`src/rtl/dmem_rmw_ctrl.sv`:
```
// Data-memory access sequencer: one load/store at a time, sub-word stores
// performed as read-modify-write, misaligned/unsupported requests answered
// with an error response without touching memory.
module dmem_rmw_ctrl #(
  parameter int unsigned BIG_ENDIAN = 0
) (
  input  logic        clk,
  input  logic        reset,
  input  logic        req_valid,
  output logic        req_ready,
  input  logic [5:0]  op,
  input  logic [31:0] addr,
  input  logic [31:0] wdata,
  output logic        resp_valid,
  output logic        resp_err,
  output logic [31:0] rdata,
  output logic [31:0] mem_addr,
  output logic        mem_re,
  input  logic [31:0] mem_rd,
  output logic        mem_we,
  output logic [31:0] mem_wd
);

  localparam logic [5:0] OP_LB  = 6'b100000;
  localparam logic [5:0] OP_LH  = 6'b100001;
  localparam logic [5:0] OP_LW  = 6'b100011;
  localparam logic [5:0] OP_LBU = 6'b100100;
  localparam logic [5:0] OP_LHU = 6'b100101;
  localparam logic [5:0] OP_SB  = 6'b101000;
  localparam logic [5:0] OP_SH  = 6'b101001;
  localparam logic [5:0] OP_SW  = 6'b101011;

  typedef enum logic [2:0] {
    S_IDLE,
    S_READ,
    S_CAPT,
    S_WRITE,
    S_RESP
  } state_t;

  state_t      state_q, state_d;
  logic [5:0]  op_q, op_d;
  logic [31:0] addr_q, addr_d;
  logic [31:0] wd_q, wd_d;
  logic        err_q, err_d;
  logic [31:0] rdata_q, rdata_d;

  logic [1:0]  byte_lane;
  logic        half_lane;
  logic [7:0]  byte_v;
  logic [15:0] half_v;
  logic [31:0] load_v;
  logic [31:0] merged;

  // True when the opcode is supported and the address meets its alignment.
  function automatic logic req_ok(input logic [5:0] o, input logic [1:0] a);
    case (o)
      OP_LB, OP_LBU, OP_SB: return 1'b1;
      OP_LH, OP_LHU, OP_SH: return ~a[0];
      OP_LW, OP_SW:         return (a == 2'b00);
      default:              return 1'b0;
    endcase
  endfunction

  // Lane selection, load extraction and store merge from the latched request.
  always_comb begin
    byte_lane = (BIG_ENDIAN != 0) ? ~addr_q[1:0] : addr_q[1:0];
    half_lane = (BIG_ENDIAN != 0) ? ~addr_q[1]   : addr_q[1];
    byte_v    = mem_rd[{byte_lane, 3'b000} +: 8];
    half_v    = mem_rd[{half_lane, 4'b0000} +: 16];

    case (op_q)
      OP_LB:   load_v = {{24{byte_v[7]}}, byte_v};
      OP_LBU:  load_v = {24'h000000, byte_v};
      OP_LH:   load_v = {{16{half_v[15]}}, half_v};
      OP_LHU:  load_v = {16'h0000, half_v};
      default: load_v = mem_rd;
    endcase

    merged = mem_rd;
    if (op_q == OP_SB) begin
      merged[{byte_lane, 3'b000} +: 8] = wd_q[7:0];
    end else begin
      merged[{half_lane, 4'b0000} +: 16] = wd_q[15:0];
    end
  end

  // Next-state and datapath register updates.
  // wd_q holds the raw store data from accept and is overwritten with the
  // merged word in CAPT, so mem_wd is simply wd_q in WRITE for every store.
  always_comb begin
    state_d = state_q;
    op_d    = op_q;
    addr_d  = addr_q;
    wd_d    = wd_q;
    err_d   = err_q;
    rdata_d = rdata_q;

    case (state_q)
      S_IDLE: begin
        if (req_valid) begin
          op_d   = op;
          addr_d = addr;
          wd_d   = wdata;
          err_d  = ~req_ok(op, addr[1:0]);
          if (!req_ok(op, addr[1:0])) begin
            state_d = S_RESP;
          end else if (op == OP_SW) begin
            state_d = S_WRITE;
          end else begin
            state_d = S_READ;
          end
        end
      end
      S_READ: state_d = S_CAPT;
      S_CAPT: begin
        if (op_q[3]) begin
          wd_d    = merged;
          state_d = S_WRITE;
        end else begin
          rdata_d = load_v;
          state_d = S_RESP;
        end
      end
      S_WRITE: state_d = S_RESP;
      S_RESP:  state_d = S_IDLE;
      default: state_d = S_IDLE;
    endcase
  end

  // State and datapath registers with asynchronous active-low reset.
  always_ff @(posedge clk or negedge reset) begin
    if (!reset) begin
      state_q <= S_IDLE;
      op_q    <= '0;
      addr_q  <= '0;
      wd_q    <= '0;
      err_q   <= 1'b0;
      rdata_q <= '0;
    end else begin
      state_q <= state_d;
      op_q    <= op_d;
      addr_q  <= addr_d;
      wd_q    <= wd_d;
      err_q   <= err_d;
      rdata_q <= rdata_d;
    end
  end

  // Outputs decoded from state so strobes drop as soon as reset asserts.
  always_comb begin
    req_ready  = (state_q == S_IDLE);
    resp_valid = (state_q == S_RESP);
    resp_err   = (state_q == S_RESP) & err_q;
    rdata      = rdata_q;
    mem_addr   = {addr_q[31:2], 2'b00};
    mem_re     = (state_q == S_READ);
    mem_we     = (state_q == S_WRITE);
    mem_wd     = wd_q;
  end

endmodule

```
`config.mk`:
```
export PLATFORM = sky130hd
export DESIGN_NAME = dmem_rmw_ctrl
export DESIGN_NICKNAME = d
export VERILOG_FILES = /design/src/rtl/dmem_rmw_ctrl.sv
export SDC_FILE = /design/constraint.sdc
export NUM_CORES = 1
export LEC_CHECK = 0
export CAP_MARGIN = 20
export CELL_PAD_IN_SITES_DETAIL_PLACEMENT = 1
export CELL_PAD_IN_SITES_GLOBAL_PLACEMENT = 1
export CORE_MARGIN = 2
export CORE_UTILIZATION = 32
export CTS_BUF_LIST = sky130_fd_sc_hd__clkbuf_16
export CTS_CLUSTER_SIZE = 12
export DETAILED_ROUTE_END_ITERATION = 12
export PLACE_DENSITY_LB_ADDON = 0.1
export SLEW_MARGIN = 20
export SYNTH_ARGS = -nofsm -noshare
export SYNTH_HDL_FRONTEND = slang
export SYNTH_SLANG_ARGS = --single-unit
```
`constraint.sdc`:
```
create_clock -name clk -period 2.65 [get_ports clk]
set_input_delay 0.795 -clock clk [delete_from_list [all_inputs] [get_ports clk]]
set_output_delay 0.795 -clock clk [all_outputs]
set_load 0.05 [all_outputs]
```
==> metrics.md <==
| Metric | Value |
|---|---|
| Status | `completed` |
| Setup crit end kind | `output port` |
| Post-cts resize count | `0` |
| Power share of the combinational group | `0.483` |
| Clock latency on the worst-skew pair | `0.36 ns` |
| Global-route wire length before repair | `34700 µm` |
| DRC | `0` |
| CTS Hold Bufs | `0` |
| CTS sink count | `106` |
| CP Class | `reg -> out` |
| Fin. max-slew vios | `0` |
| Cells after Synth | `594` |
| Critical-path cell list | `clkdlybuf4s50_1` |
| Req. time, crit path | `1.86 ns` |
| Largest net degree at the start of global routing | `107` |
| Final worst path period share | `0.966` |
| Synth Warn # | `0` |
| Hold Crit Class | `in -> async` |
| Synthesized flop and latch total | `106` |
| RSZ-0062 raised after global routing | `false` |
| Sequential power share | `0.325` |
| Vias in the first global route | `5819` |
| Crit path buffers/inverters | `1` |
| FP Rows | `50` |
| Max IR drop VDD | `0.358 mV` |
| PD cells | `787 nW/µm²` |
| DRT Pass-1 Iters | `4` |
| DR iter-0 viols | `408` |
| Sw frac | `0.435` |
| GPL Wtd Cong | `0.857` |
| Final count of hold timing violations | `0` |
| Share of layout cells above drive strength 1 | `0.176` |
| P_leak | `3.59 nW` |
| Die width | `143 µm` |
| # Max-Cap Violations | `0` |
| P_int | `3.89 mW` |
| Clk buf depth | `2` |
| Power Total | `6.89 mW` |
| Gr usage total | `0.225` |
| Top FF cell, synth | `dfrtp_1` |
| Initial core utilization | `0.328` |
| Die area | `20400 µm²` |
| Initial antenna violation count | `0` |
| DR WL/cell | `22.1 µm` |
| Clk root buf | `clkbuf_16` |
| Htree depth | `3` |
| Slew at the pin closest to its max-slew limit | `1.07 ns` |
| Util after Layout | `0.467` |
| Max Freq | `390 MHz` |
| Worst-path fanout max | `6` |
| TritonCTS Buffers | `9` |
| Worst path arrival time | `1.77 ns` |
| Drt total wl | `22600 µm` |
| Vias per inst | `5.43` |
| CTS tree | `yes` |
| I/O Buffers | `203` |
| Sequential cell area fraction in the yosys report | `0.431` |
| Ports | `206` |
| Via count | `5565` |
| Syn_area_per_cell | `10.4 µm²` |
| CP Launch Type | `flop` |
| Postcts setup bufs | `0` |
| Nets@finish | `895` |
| DRT antenna net count | `0` |
| Clock network fraction of total power | `0.192` |
| Total congestion overflow | `0` |
| Clock transition at the registers of the reported paths | `0.08 ns` |
| Max transition margin | `0.287` |
| Final worst path period need | `2.56 ns` |
| CP peak stage delay | `0.87 ns` |
| Area of the core | `18800 µm²` |
| Kind of cell adding the most delay to the critical path | `buffers and inverters` |
| Max Clock Skew | `0.0100 ns` |
| HPWL Detailed | `17300 µm` |
| Post-synth EDFFs | `0` |
| # setup viols final | `0` |
| Area growth from synthesis to layout | `42.2%` |
| Mapped Area | `6160 µm²` |
| Slowest CP cell | `clkdlybuf4s50_1` |
| Die height | `143 µm` |
| Ant diodes | `0` |
| Psw | `3.00 mW` |
| Ys async rst share | `1.00` |
| Yosys cell types | `54` |
metrics by stage:
step	hold slack, ns	setup TNS [ns]	instances	cell area [µm²]	worst slack [ns]
2_1_floorplan	0.482	-0.0317	595	6170	-0.0317
3_3_place_gp	0.474	-3.11	1008	8480	-0.178
3_5_place_dp	0.483	-4.01	1008	8480	-0.233
4_1_cts	0.499	0	1024	8760	0.0900
5_1_grt	0.528	0	1024	8760	0.0574
6_report	0.488	0	1024	8760	0.0889
registers in the layout, indices dropped and copies added (netlist names):
register,count
addr_q,32
err_q,1
mem_wd,32
op_q,6
rdata,32
state_q,3
layout make-up:
cell class,instances,area [µm²]
fill,2079,10000
multi-input combinational,407,3050
sequential,106,2650
timing repair buffer,254,2460
tap,234,293
clock buffer,9,225
clock inverter,7,52.6
inverter,7,26.3
kinds of logic (layout without fill, tap and decap cells):
kind of cell               count (synthesis)  count (layout)  synth area share
AOI/OAI and AO/OA                        167             167             0.200
and+or+nand+nor                          156             156             0.139
DFF                                      106             106             0.431
buffers and inverters                     82             277            0.0768
muxes                                     77              77             0.143
adders and majority gates                  5               5            0.0102
other                                      1               2          0.000609
placed cells by master (no fill, tap or decap), types with 7 or more instances in the layout:
cell             synthesis  final
nor2_1                  18     18
and3b_1                  8      8
nor2b_1                 18     18
buf_4                   33     52
a221o_1                 16     16
clkbuf_16                0      9
mux2_4                   8      8
inv_1                    7      8
mux2i_1                 24     24
clkdlybuf4s50_1          0    197
a21oi_1                 32     32
o21ai_0                 17     17
o211ai_1                 8      8
a2111oi_0                8      8
dfrtp_1                106    106
a211o_1                 16     16
a211oi_1                 7      7
and2_0                   8      8
mux2_2                  44     44
o31ai_1                 18     18
a32oi_1                 13     13
nand2_1                 60     60
a31oi_1                 14     14
worst paths after layout:
path                            start         end  slack, ns  cells past startpoint
max in group asynchronous       reset  state_q[0]       1.67                      2
min in group clk             rdata[1]    rdata[1]       0.49                      2
max                         mem_wd[2]   mem_wd[2]       0.09                      1
max reg2reg                state_q[2]   rdata[27]       0.40                      5
min                             reset  addr_q[14]       0.49                      2
min reg2reg                  rdata[1]    rdata[1]       0.49                      2
power groups by stage:
stage	sequential (mW)	clock [mW]	combinational, mW
2_1_floorplan	3.06	0	1.35
3_3_place_gp	2.26	0	3.29
3_5_place_dp	2.27	0	3.34
4_1_cts	2.25	1.36	3.35
5_1_grt	2.29	1.42	3.50
6_report	2.24	1.32	3.33
cells in the mapped netlist, drive strengths merged, types with 2 or more instances:
library cell	n	share of area
dfrtp	106	0.43
nand2	61	0.038
buf	52	0.059
mux2	52	0.10
a21oi	32	0.026
mux2i	24	0.039
clkbuf	23	0.014
nor2	20	0.013
o21ai	19	0.015
nor2b	18	0.018
o31ai	18	0.022
a211o	16	0.023
a221o	16	0.026
a31oi	14	0.014
a32oi	13	0.018
and2	12	0.012
a2111oi	9	0.016
a211oi	9	0.013
o211ai	9	0.012
and3b	8	0.011
inv	7	0.0043
nand2b	6	0.0065
a21o	5	0.0061
ha	5	0.010
nand3	5	0.0041
nand4	5	0.0051
nor3b	5	0.011
or3	5	0.0051
or3b	4	0.0057
nor4bb	3	0.0049
o22ai	3	0.0030
a221oi	2	0.0028
layer usage:
layer / track usage / wire, µm / up-vias
li1: - / - / 2557
met1: 0.315 / 10200 / 2801
met2: 0.364 / 10800 / 184
met3: 0.0332 / 1290 / 23
met4: 0.0615 / 303 / 0
met5: 0 / 0 / -
Note: power is estimated with default switching activity, not from simulation.
